## src/rtl/mode_sequencer.sv

```systemverilog
// mode_sequencer: synchronises and debounces the raw check button, steps the
// mode index 0..NUM_MODES-1 once per debounced press, and produces the flick
// blink phase for the setting modes.
// Optional macro MODE_SEQ_TIMEOUT_EN: adds an idle counter clocked by tick that
// returns the mode to 0 after TIMEOUT_TICKS ticks without a mode change.
module mode_sequencer #(
  parameter int NUM_MODES     = 6,
  parameter int DEBOUNCE_CYC  = 4,
  parameter int BLINK_DIV     = 8,
  parameter int TIMEOUT_TICKS = 10
) (
  input  logic       clk,
  input  logic       rst,
  input  logic       check,
  input  logic       tick,
  output logic [2:0] mode,
  output logic       flick,
  output logic       mode_chg,
  output logic       timeout_evt
);

  localparam int DBW = $clog2(DEBOUNCE_CYC) + 1;
  localparam int BKW = $clog2(BLINK_DIV) + 1;
  localparam logic [DBW-1:0] DB_LAST   = DBW'(DEBOUNCE_CYC - 1);
  localparam logic [BKW-1:0] BK_LAST   = BKW'(BLINK_DIV - 1);
  localparam logic [2:0]     MODE_LAST = 3'(NUM_MODES - 1);

  logic           s1_q, s1_d;
  logic           s2_q, s2_d;
  logic           db_q, db_d;
  logic [DBW-1:0] db_cnt_q, db_cnt_d;
  logic           db_prev_q, db_prev_d;
  logic [2:0]     mode_q, mode_d;
  logic           flick_q, flick_d;
  logic [BKW-1:0] blink_cnt_q, blink_cnt_d;
  logic           mode_chg_q, mode_chg_d;
  logic           press;
  logic           timeout_fire;

  // Synchroniser shift and debounce counter: db follows s2 only after
  // DEBOUNCE_CYC consecutive differing samples.
  always_comb begin
    s1_d      = check;
    s2_d      = s1_q;
    db_d      = db_q;
    db_cnt_d  = '0;
    db_prev_d = db_q;
    if (s2_q != db_q) begin
      if (db_cnt_q == DB_LAST) begin
        db_d     = s2_q;
        db_cnt_d = '0;
      end else begin
        db_cnt_d = db_cnt_q + 1'b1;
      end
    end
  end

  assign press = db_q & ~db_prev_q;

`ifdef MODE_SEQ_TIMEOUT_EN
  localparam int IDW = $clog2(TIMEOUT_TICKS) + 1;
  localparam logic [IDW-1:0] ID_LAST = IDW'(TIMEOUT_TICKS - 1);

  logic [IDW-1:0] idle_cnt_q, idle_cnt_d;
  logic           timeout_evt_q;

  // A press on the same edge as the final tick wins over the auto-return.
  assign timeout_fire = tick & (mode_q != '0) & (idle_cnt_q == ID_LAST) & ~press;

  // Idle tick counter, cleared by any mode change and held at 0 in mode 0.
  always_comb begin
    idle_cnt_d = idle_cnt_q;
    if (press || timeout_fire || (mode_q == '0)) begin
      idle_cnt_d = '0;
    end else if (tick) begin
      idle_cnt_d = idle_cnt_q + 1'b1;
    end
  end

  // Idle counter and timeout pulse registers.
  always_ff @(posedge clk) begin
    if (rst) begin
      idle_cnt_q    <= '0;
      timeout_evt_q <= 1'b0;
    end else begin
      idle_cnt_q    <= idle_cnt_d;
      timeout_evt_q <= timeout_fire;
    end
  end

  assign timeout_evt = timeout_evt_q;
`else
  logic unused_cfg;
  assign unused_cfg   = tick ^ (TIMEOUT_TICKS < 1);
  assign timeout_fire = 1'b0;
  assign timeout_evt  = 1'b0;
`endif

  // Mode stepping, change pulse and blink phase generation.
  always_comb begin
    mode_d      = mode_q;
    mode_chg_d  = press | timeout_fire;
    flick_d     = flick_q;
    blink_cnt_d = blink_cnt_q;
    if (press) begin
      mode_d = (mode_q == MODE_LAST) ? '0 : mode_q + 3'd1;
    end else if (timeout_fire) begin
      mode_d = '0;
    end
    if (mode_chg_d || (mode_q == '0)) begin
      flick_d     = 1'b1;
      blink_cnt_d = '0;
    end else if (blink_cnt_q == BK_LAST) begin
      flick_d     = ~flick_q;
      blink_cnt_d = '0;
    end else begin
      blink_cnt_d = blink_cnt_q + 1'b1;
    end
  end

  // State registers with synchronous reset.
  always_ff @(posedge clk) begin
    if (rst) begin
      s1_q        <= 1'b0;
      s2_q        <= 1'b0;
      db_q        <= 1'b0;
      db_cnt_q    <= '0;
      db_prev_q   <= 1'b0;
      mode_q      <= '0;
      flick_q     <= 1'b1;
      blink_cnt_q <= '0;
      mode_chg_q  <= 1'b0;
    end else begin
      s1_q        <= s1_d;
      s2_q        <= s2_d;
      db_q        <= db_d;
      db_cnt_q    <= db_cnt_d;
      db_prev_q   <= db_prev_d;
      mode_q      <= mode_d;
      flick_q     <= flick_d;
      blink_cnt_q <= blink_cnt_d;
      mode_chg_q  <= mode_chg_d;
    end
  end

  assign mode     = mode_q;
  assign flick    = flick_q;
  assign mode_chg = mode_chg_q;

endmodule

```

## config.mk

```make
export PLATFORM = sky130hd
export DESIGN_NAME = mode_sequencer
export DESIGN_NICKNAME = d
export VERILOG_FILES = /design/src/rtl/mode_sequencer.sv
export SDC_FILE = /design/constraint.sdc
export NUM_CORES = 1
export LEC_CHECK = 0
export BUFFER_PORTS_ARGS = -buffer_cell sky130_fd_sc_hd__clkbuf_2
export CAP_MARGIN = 20
export CORE_MARGIN = 8
export CORE_UTILIZATION = 46
export DETAILED_ROUTE_END_ITERATION = 7
export HOLD_SLACK_MARGIN = 0.1
export PLACE_DENSITY = 0.78
export SYNTH_ARGS = -nofsm -noshare
export SYNTH_HDL_FRONTEND = slang
export SYNTH_SLANG_ARGS = --single-unit
export TNS_END_PERCENT = 20
```

## constraint.sdc

```tcl
create_clock -name clk -period 1.2 [get_ports clk]
set_clock_uncertainty 0.1 [all_clocks]
set_input_delay 0.24 -clock clk [delete_from_list [all_inputs] [get_ports clk]]
set_output_delay 0.24 -clock clk [all_outputs]
set_load 0.02 [all_outputs]
```

Word level (Yosys, flattened, before mapping)

Index checks and enable logic that the tools add are counted.

Memory bits (read-only): 0
Word-level logic and storage cells: 27
Output and inout port bits: 6
Bits in registers: 16
Bits in writable memories: 0
Memories kept: 0
Bits of input ports: 4
Latch bits: 0

Add/sub/neg operators: 3
Muxes and demuxes: 1
Divide/modulo/power cells: 0
Order comparisons: 0
Eq/ne operators: 4
Shifts and indexed selects: 0
Bitwise gates (word level): 4
Reductions and logical operators: 6
$mul: 0

Operators with widths:

| cell                  | count |
|---|---|
| $add A3 B1 Y3 const B | 2 |
| $reduce_or A3 Y1      | 2 |
| $add A4 B1 Y4 const B | 1 |
| $eq A4 B3 Y1 const B  | 1 |
| $eq A3 B2 Y1 const B  | 1 |
| $eq A3 B3 Y1 const B  | 1 |
| $logic_not A3 Y1      | 1 |
| $mux W3               | 1 |
| $not A1 Y1            | 3 |
| $reduce_and A2 Y1     | 1 |
| $reduce_or A2 Y1      | 1 |
| $and A1 B1 Y1         | 1 |
| $logic_or A1 B1 Y1    | 1 |
| $ne A1 B1 Y1          | 1 |

Depth between registers and ports, before layout

Gate-level depths: netlist (run 1).

Depth in word-level cells: 4
Mapped depth: 4
Gate-level depth less buffers: 4

Least setup slack after synthesis (run 1)

Ideal clock, no wire load.

Path type: register -> register
Start point: reg mode_q[0], in the netlist mode[0]
End point: reg mode_q[2], in the netlist mode[2]
Stages on the path, launching flop included: 4
Arrival: 1.123 ns
Required time: 1.034 ns
Library setup time: 0.066 ns
Path buffers: 0
Clock period less this slack: 1.289 ns
Setup slack: -0.089 ns
Cell sequence: dfxtp_1 -> nand3b_1 -> or3b_1 -> a21oi_2

Cells in the longest elaborated chain, start to end: 2
Elaborated cells between the ends (all ways): 3
Those cells by class: add/sub (1); eq/ne (1); mux (1)

RTL lines:

| what                                          | RTL line | source |
|---|---|---|
| from (decl)                                   | 33       | `logic [2:0] mode_q, mode_d;` |
| from (signal assigned)                        | 139      | `mode_q <= mode_d;` |
| $add A3 B1 Y3 or $eq A3 B3 Y1 (tied branches) | 106      | `mode_d = (mode_q == MODE_LAST) ? '0 : mode_q + 3'd1;` |
| $mux W3 *                                     | 106      |  |

Every way passes the cells marked *; elsewhere a longest branch is shown, timed or not.
A chain may end at the register's enable or synchronous reset.

Final worst setup path (run 1)

Start point: reg db_cnt_q[0]
End point: reg db_cnt_q[1]

Cells in the longest elaborated chain, start to end: 2
Elaborated cells between the ends (all ways): 3
Those cells by class: add/sub (1); eq/ne (1); reduce/logical (1)

RTL lines:

| what                                                  | RTL line | source |
|---|---|---|
| from (decl)                                           | 31       | `logic [DBW-1:0] db_cnt_q, db_cnt_d;` |
| from (signal assigned)                                | 137      | `db_cnt_q <= db_cnt_d;` |
| branches (longest 2 deep; another with $add A3 B1 Y3) | -        |  |

Several ways; the timed one is not identified.

==> reports/metrics.cfg, run 1 <==
[final_layout]
num-fill-cells=111
insertedDiodeCount=0
synthToLayoutAreaGrowth_pct=27.1
layout-drive-gt1-share_pct=44.6
layout.cell_area.non_filler_sq_um=781
instances_no_fill=89
finalNetCount=83

[placement]
placed_cells_incl_taps=84
dp.final_hpwl_um=715
gp_congestion=0.657
placement.io_buffers=7
detailed_place.area_sq_um=694

[worst_setup_path]
cp.required_ps=1320
cp.buffers_inverters=0
critPathMaxStageDelay_ps=370
crit_top_cell=sky130_fd_sc_hd__ha_4
worst_path_max_delay_cell=sky130_fd_sc_hd__or3_4
worst-r2r-setup-slack_ps=-90
crit_path_launch_type=flop
worst_ep_arrival_time_ps=1400
critPathMaxFanout=3
critical_path.top_delay_family=simple AND/OR/NAND/NOR gates
cp_cell_sequence=ha_4 > ha_4 > or3_4 > nor2_1
cp-end-kind=flop
timing.setup.critical_path_class=flop to flop

[clock_tree]
clk_lat_worst_skew_ps=280
cts.path.max_buffers=2
cts.sinks=16
cts-root-buf=sky130_fd_sc_hd__clkbuf_4
cts-buffers-inserted=3
cts_max_level=1
post_cts_clock_slew_at_the_launch_and_capture_registers_of_the_worst_setup_and_hold_paths_ps=90
cts_tree=built

[synth]
post_syn_area_per_cell_sq_um=10.4
yosys_warnings=0
synth_top_area_share_pct=52.1
synth-seq-cells=16
synth.cell_area_sq_um=614
synth-seq-area-share_pct=52.1
netlist-cell-type-count=24
synth_nets=66
synth_area_leaders=sky130_fd_sc_hd__dfxtp_1, sky130_fd_sc_hd__ha_1, sky130_fd_sc_hd__nor2_1, sky130_fd_sc_hd__xnor2_1, sky130_fd_sc_hd__mux2i_1
syn_inst=59
synth_top_cell_by_area=sky130_fd_sc_hd__dfxtp_1

[drt]
wl_per_cell_um=10.7
via_count=417
number_of_design_rule_violations_left_after_detail_routing=0
wirelength_um=949
postRouteAntennaNets=0
detailedRoute.firstPassIterationCount=3
average_vias_per_placed_instance=4.69
drt_iter0_markers=2

[floorplanning]
die_x_um=52.5
fp.dieArea_sq_um=2760
die-height_um=52.5
std_cell_rows=13
coreArea_sq_um=1270
ios=10
start_util_pct=48.4

[global_route]
grt_pass1_wl_um=1590
globalRoute.totalOverflow=0
gr-usage-all-layers_pct=7.91
number_of_antenna_violations_at_the_first_check_in_global_routing=0
first_global_vias=382
grt_max_degree=9

[hold_path]
hold_path.class=input port to flop

[status]
failed_checks=setup timing
outcome=complete, but fails checks

[sta]
final_min_period_over_clock_period_pct=107
final_hold_viol_count=0
finalSetupViolCount=4
max_freq_mhz=777
finalCriticalPeriod_ps=1290
unrepaired_setup_endpoints_after_global_routing=true
setup-tns-final_ps=-294
timing.final.max_slew_violations=0
post-route-worst-setup-slack_ps=-87.4

[power_and_ir_drop]
irDropWorstVdd_mv=0.723
pwr_density_cell_nw_per_um2=1070
cellLeakagePower_nw=0.308

[job]
cap_violations=0

## flip-flops by register name, indices dropped and copies added, names as in the netlist
| register | cells |
|---|---|
| db_cnt_q | 3 |
| mode | 3 |
| db_prev_d | 1 |
| s2_q | 1 |
| db_prev_q | 1 |
| mode_chg | 1 |
| flick | 1 |
| s1_q | 1 |
| blink_cnt_q | 4 |
## power breakdown
part           total [mW]  internal, mW  switching [mW]
combinational      0.0260        0.0133          0.0128
sequential          0.537         0.535         0.00238
clock               0.271         0.116           0.154
total               0.834         0.664           0.170
## cell usage in the layout (no fill, tap or decap), drive strengths merged
cell | Yosys | routed
conb | 1 | 1
nand3b | 2 | 2
clkbuf | 0 | 8
nor3 | 2 | 2
nor3b | 1 | 1
and3 | 1 | 1
or3b | 1 | 1
xor2 | 1 | 1
xnor2 | 3 | 3
nand3 | 1 | 1
mux2i | 2 | 2
nor2 | 8 | 8
a21oi | 2 | 2
ha | 3 | 3
inv | 2 | 2
dlygate4sd3 | 0 | 1
dfxtp | 16 | 16
nand2 | 3 | 3
nor2b | 5 | 5
or3 | 3 | 3
buf | 2 | 8
## logic make-up (layout without fill, tap and decap cells)
group | count (synthesis) | in the layout | share of synthesized area, %
other | 1 | 1 | 0.610
muxes | 2 | 2 | 3.26
AOI/OAI and AO/OA | 2 | 2 | 2.24
DFF | 16 | 16 | 52.1
xor gates and xnor gates | 4 | 4 | 5.70
adders and majority gates | 3 | 3 | 6.11
buffers and inverters | 4 | 19 | 3.26
and+or+nand+nor | 27 | 27 | 26.7
## tightest hold or removal path: stages
cell and delay [ps]:
sky130_fd_sc_hd__clkbuf_2 130, sky130_fd_sc_hd__nor3_1 80, sky130_fd_sc_hd__nand2_1 50
## worst paths after layout
path,startpoint,cells after the start,end
max reg2reg,db_cnt_q[0],4,db_cnt_q[1]
min,rst,3,flick
max,db_cnt_q[0],4,db_cnt_q[1]
min reg2reg,db_cnt_q[0],1,db_cnt_q[0]
## metal layers
layer	up-vias	GRT usage (%)	routed length [um]
met5	-	0	0
met4	0	6.47	10
met3	2	3.98	50
met2	7	9.49	404
met1	186	10.0	482
li1	222	-	-
## cell usage after synthesis, drive strengths merged
library cell	n
xnor2	3
ha	3
inv	2
or3	3
a21oi	2
nor3b	1
xor2	1
or3b	1
nand3	1
nor3	2
nor2	8
conb	1
buf	2
nor2b	5
nand3b	2
and3	1
mux2i	2
dfxtp	16
nand2	3
## repair_timing
action | CTS | global route
endpoints found under the setup margin | 8 | 9
buffers inserted | 1 | 0
pin swaps | 5 | 3
endpoints found under the hold margin | 1 | 0
hold buffers | 1 | 0
resized for setup | 12 | 5
## area by class of cell
| type | count | area [sq um] | area share, % |
|---|---|---|---|
| Clock buffer | 3 | 22.5 | 2.88 |
| Tap cell | 15 | 18.8 | 2.40 |
| Inverter | 2 | 7.51 | 0.962 |
| Multi-Input combinational cell | 39 | 307 | 39.3 |
| Sequential cell | 16 | 330 | 42.3 |
| Timing Repair Buffer | 14 | 95.1 | 12.2 |
## metrics by stage
step | power [mW] | hold slack (ps) | worst slack, ps | util (%)
2_1_floorplan | 0.564 | 268 | -82.9 | -
3_3_place_gp | 0.570 | 307 | -113 | 54.7
3_5_place_dp | 0.571 | 318 | -126 | 54.7
4_1_cts | 0.845 | 133 | -101 | 61.1
5_1_grt | 0.869 | 162 | -126 | 61.5
6_report | 0.834 | 144 | -87.4 | 61.5
No activity file was read; power rests on OpenSTA's default activity.
==> inputs of run 2 (changes only) <==
==> constraint.sdc (replaced) <==
create_clock -name clk -period 1.1 [get_ports clk]
set_clock_uncertainty 0.1 [all_clocks]
set_input_delay 0.055 -clock clk [delete_from_list [all_inputs] [get_ports clk]]
set_output_delay 0.055 -clock clk [all_outputs]
set_load 0.02 [all_outputs]
==> run 2 against run 1 <==
  * The run still ends with setup timing left
  * Critical endpoint is now db_cnt_q[2]
  * Die area did not move
  * Critical path depth stayed put
  * Power up 20%
  * Combinational power grew 18%
  * Sequential cell count stayed put
  * Critical path type unchanged
  * Wire length is 6.6% higher
  * Fmax grew 3.4%
  * Non-clock buffer count is 3 higher
  * Global-route usage increased by 1.1 points
  * Sequential power increased by 9.1%
  * Clock power is 42% higher
  * Utilization up 2.8 points
==> reports/metrics.cfg, run 2 (synthesis results as in run 1) <==
[worst_setup_path]
crit_path_launch_type=flop
critPathMaxStageDelay_ps=340
critPathMaxFanout=3
cp-end-kind=flop
worst_ep_arrival_time_ps=1380
timing.setup.critical_path_class=flop to flop
timing.reg2reg.worst_path_depth=4
cp_cell_sequence=ha_4 > ha_4 > or3_4 > nor2_1
worst_path_max_delay_cell=sky130_fd_sc_hd__dfxtp_2
cp.required_ps=1230
crit_top_cell=sky130_fd_sc_hd__ha_4

[sta]
final_min_period_over_clock_period_pct=113
post-route-worst-setup-slack_ps=-145
hold-worst-slack_ps=50.8
final_hold_viol_count=0
finalSetupViolCount=9
timing.final.max_slew_violations=0
unrepaired_setup_endpoints_after_global_routing=true
finalCriticalPeriod_ps=1240
max_freq_mhz=803

[drt]
via_count=447
drt_iter0_markers=3
detailedRoute.firstPassIterationCount=4
average_vias_per_placed_instance=4.81
wl_per_cell_um=10.9
number_of_design_rule_violations_left_after_detail_routing=0
wirelength_um=1010
postRouteAntennaNets=0

[global_route]
gr-usage-all-layers_pct=9.00
top_usage_layer=met2
grt_pass1_wl_um=1710
first_global_vias=414
met3_usage_pct=4.26
globalRoute.totalOverflow=0
use_met2_pct=13.2
met1_usage_pct=7.94
number_of_antenna_violations_at_the_first_check_in_global_routing=0
grt_max_degree=10

[final_layout]
layout.cell_area.non_filler_sq_um=816
largest_reg_flops=4
most-common-layout-cells=sky130_fd_sc_hd__dfxtp_1, sky130_fd_sc_hd__buf_4, sky130_fd_sc_hd__dfxtp_2, sky130_fd_sc_hd__clkbuf_2, sky130_fd_sc_hd__nor2_1
max_flop_register=blink_cnt_q
insertedDiodeCount=0
num-fill-cells=96
synthToLayoutAreaGrowth_pct=32.8
commonest_non_fill_non_tap_cell_in_the_layout=sky130_fd_sc_hd__dfxtp_1
finalNetCount=86
instances_no_fill=93
post-route-util_pct=64.3
layout-drive-gt1-share_pct=46.2

[floorplanning]
coreArea_sq_um=1270
die-height_um=52.5
std_cell_rows=13
ios=10
fp.dieArea_sq_um=2760
die_x_um=52.5
start_util_pct=48.4

[clock_tree]
cts.path.max_buffers=2
post_cts_clock_slew_at_the_launch_and_capture_registers_of_the_worst_setup_and_hold_paths_ps=90
cts_max_level=1
cts.sinks=16
cts_tree=built
cts-buffers-inserted=3
clk_lat_worst_skew_ps=290
cts-root-buf=sky130_fd_sc_hd__clkbuf_4

[hold_path]
hold_path.class=input port to flop
timing.hold.worst_path_depth=4

[status]
failed_checks=setup timing
outcome=complete, but fails checks

[placement]
gp_congestion=0.671
dp.final_hpwl_um=741
placed_cells_incl_taps=86
detailed_place.area_sq_um=743
placement.io_buffers=7

[power_and_ir_drop]
cellLeakagePower_nw=0.331
pwr_density_cell_nw_per_um2=1230
irDropWorstVdd_mv=0.699

[job]
cap_violations=0

[run 2: changes by cell type in the layout (fill, tap and decap cells not counted)]
cell / change
sky130_fd_sc_hd__nor2_2: +1
sky130_fd_sc_hd__clkbuf_4: -2
sky130_fd_sc_hd__buf_4: +2
sky130_fd_sc_hd__buf_2: -2
sky130_fd_sc_hd__clkbuf_8: +1
sky130_fd_sc_hd__nor2_1: -1
sky130_fd_sc_hd__clkbuf_2: +4
sky130_fd_sc_hd__dfxtp_2: -1
sky130_fd_sc_hd__dfxtp_1: +1
sky130_fd_sc_hd__dlygate4sd3_1: +1
[run 2: area by class of cell]
type | instances | area [sq um] | area share, %
tap | 15 | 18.8 | 2.30
timing repair buffer | 17 | 115 | 14.1
multi-input combinational | 39 | 309 | 37.9
inverter | 2 | 7.51 | 0.920
clock buffer | 4 | 36.3 | 4.45
sequential | 16 | 329 | 40.3
[run 2: metal layers]
layer	wire length (um)	vias up
li1	-	227
met1	399	205
met2	487	10
met3	69	5
met4	57	0
met5	0	-
[run 2: path summary, 6_finish.rpt]
| path | end | slack [ps] | start |
|---|---|---|---|
| worst min register to register | db_cnt_q[0] | 330 | db_cnt_q[0] |
| worst max-delay path | db_cnt_q[2] | -140 | db_cnt_q[0] |
| worst min-delay path | flick | 50 | rst |
| worst max register to register | db_cnt_q[2] | -140 | db_cnt_q[0] |
[run 2: metrics by stage]
| step | power, mW | TNS, ps | setup slack (ps) |
|---|---|---|---|
| after global routing | 1.04 | -1340 | -179 |
| after CTS | 1.01 | -752 | -136 |
| final | 1.00 | -709 | -145 |
| after floorplan | 0.617 | -517 | -98.4 |
| after global placement | 0.621 | -536 | -116 |
| after detailed placement | 0.622 | -705 | -142 |
[run 2: what timing repair did]
action | CTS | global route
pin swaps | 4 | 0
setup buffers | 0 | 0
hold buffers | 2 | 1
endpoints found under the hold margin | 16 | 1
gates resized for setup | 2 | 6
setup endpoints to repair | 9 | 13
[run 2: power by group]
part | total (mW) | internal [mW] | leakage, nW | switching, mW
clock network | 0.384 | 0.202 | 0.0210 | 0.182
logic | 0.0308 | 0.0156 | 0.177 | 0.0152
registers | 0.586 | 0.583 | 0.133 | 0.00267
[run 2: critical path, delay by kind of cell, from the launching register on]
family / cells / cell delay, ps
fa+ha+maj: 2 / 310
flops: 1 / 340
simple gates: 2 / 430
==> inputs of run 3 (changes only) <==
Settings changed: SKIP_LAST_GASP set to 1.
==> run 3 against run 2 <==
  * The run still ends with setup timing left
  * Fmax is 0.68% higher
  * Global-route usage is 0.057 points lower
  * First-iteration DRC count is the same
  * Sequential share of layout area is 0.15 points lower
  * Wire length decreased by 0.49%
  * Critical endpoint is now db_cnt_q[0]
  * Largest cell class unchanged
==> reports/metrics.cfg, run 3 (synthesis results as in run 1) <==
[worst_setup_path]
cp.required_ps=1230
worst_ep_arrival_time_ps=1360
crit_path_launch_type=flop
critPathMaxFanout=3
timing.setup.critical_path_class=flop to flop
cp-end-kind=flop

[clock_tree]
cts_tree=built
cts.path.max_buffers=2
cts.sinks=16
cts-buffers-inserted=3
post_cts_clock_slew_at_the_launch_and_capture_registers_of_the_worst_setup_and_hold_paths_ps=90
clk_lat_worst_skew_ps=290
cts-root-buf=sky130_fd_sc_hd__clkbuf_4
cts_max_level=1

[status]
outcome=complete, but fails checks
failed_checks=setup timing

[drt]
drt_iter0_markers=3
via_count=457
average_vias_per_placed_instance=4.86
number_of_design_rule_violations_left_after_detail_routing=0
detailedRoute.firstPassIterationCount=4
wl_per_cell_um=10.7
postRouteAntennaNets=0
wirelength_um=1010

[sta]
timing.final.max_slew_violations=0
finalCriticalPeriod_ps=1240
unrepaired_setup_endpoints_after_global_routing=true
setup-tns-final_ps=-792
max_freq_mhz=809
final_hold_viol_count=0
final_min_period_over_clock_period_pct=112
post-route-worst-setup-slack_ps=-136
hold-worst-slack_ps=328
finalSetupViolCount=9

[floorplanning]
std_cell_rows=13
ios=10
coreArea_sq_um=1270
fp.dieArea_sq_um=2760
die-height_um=52.5
start_util_pct=48.4
die_x_um=52.5

[power_and_ir_drop]
irDropWorstVdd_mv=0.680
cell_internal_pwr_mw=0.797
sw_frac_of_total_pct=19.9
p_clk_share_pct=38.4
cellLeakagePower_nw=0.334
pwr_density_cell_nw_per_um2=1210
p_comb_share_pct=2.9
sequentialPowerShare_pct=58.7
total_switching_power_mw=0.197

[global_route]
grt_pass1_wl_um=1700
gr-usage-all-layers_pct=8.95
grt_max_degree=10
number_of_antenna_violations_at_the_first_check_in_global_routing=0
first_global_vias=421
globalRoute.totalOverflow=0

[placement]
gp_congestion=0.671
placement.io_buffers=7
detailed_place.area_sq_um=743
placed_cells_incl_taps=86
dp.final_hpwl_um=741
pre_cts_ws_ps=-142

[final_layout]
layout.cell_area.non_filler_sq_um=822
largest_reg_flops=4
most-common-layout-cells=sky130_fd_sc_hd__dfxtp_1, sky130_fd_sc_hd__buf_4, sky130_fd_sc_hd__nor2_1, sky130_fd_sc_hd__clkbuf_2, sky130_fd_sc_hd__dfxtp_2
layout-drive-gt1-share_pct=44.3
instances_no_fill=94
finalNetCount=87
synthToLayoutAreaGrowth_pct=33.8
insertedDiodeCount=0
num-fill-cells=89
max_flop_register=blink_cnt_q
commonest_non_fill_non_tap_cell_in_the_layout=sky130_fd_sc_hd__dfxtp_1

[hold_path]
hold_path.class=flop to flop

[job]
cap_violations=0

## run 3: path summary, 6_finish.rpt
path	cells past startpoint	startpoint	slack (ps)	end
worst min-delay path	1	db_cnt_q[0]	330	db_cnt_q[0]
worst max-delay path	4	db_cnt_q[0]	-140	db_cnt_q[0]
worst max register to register	4	db_cnt_q[0]	-140	db_cnt_q[0]
worst min register to register	1	db_cnt_q[0]	330	db_cnt_q[0]
## run 3: area by class of cell
class                           instances  area, sq um  share of cell area (%)
Sequential cell                        16          330                    40.2
Multi-Input combinational cell         39          307                    37.3
Timing Repair Buffer                   18          123                    14.9
Clock buffer                            4         36.3                    4.41
Tap cell                               15         18.8                    2.28
Inverter                                2         7.51                   0.913
## run 3: worst max-delay path, cell delays in order (launching register included)
cell and delay (ps):
sky130_fd_sc_hd__dfxtp_2 340, sky130_fd_sc_hd__ha_4 160, sky130_fd_sc_hd__ha_4 150, sky130_fd_sc_hd__or3_4 340
sky130_fd_sc_hd__nor2_1 80
## run 3: routing by layer
layer	part of all wire, %	track usage (%)	vias up
li1	-	-	230
met1	42	7.78	212
met2	45	13.2	10
met3	6.9	4.26	5
met4	5.7	11.6	0
met5	0	0	-
## run 3: through the flow
stage	utilization (%)	power, mW
after floorplan	-	0.617
after global placement	58.6	0.621
after detailed placement	58.6	0.622
after CTS	63.1	1.01
after global routing	64.8	1.03
final	64.8	0.994
## run 3: timing repair
item                                   in CTS  in global routing
gates resized for setup                     1                  3
pin swaps                                   2                  1
endpoints found under the hold margin      16                  0
hold buffers                                2                  0
setup endpoints to repair                   9                 13
buffers inserted                            0                  2
## run 3: power by group through the flow
stage / combinational, mW / clock [mW] / sequential [mW]
floorplan: 0.0181 / 0 / 0.599
global placement: 0.0220 / 0 / 0.599
detailed placement: 0.0227 / 0 / 0.600
CTS: 0.0283 / 0.396 / 0.586
global route: 0.0320 / 0.417 / 0.584
finish: 0.0289 / 0.382 / 0.584
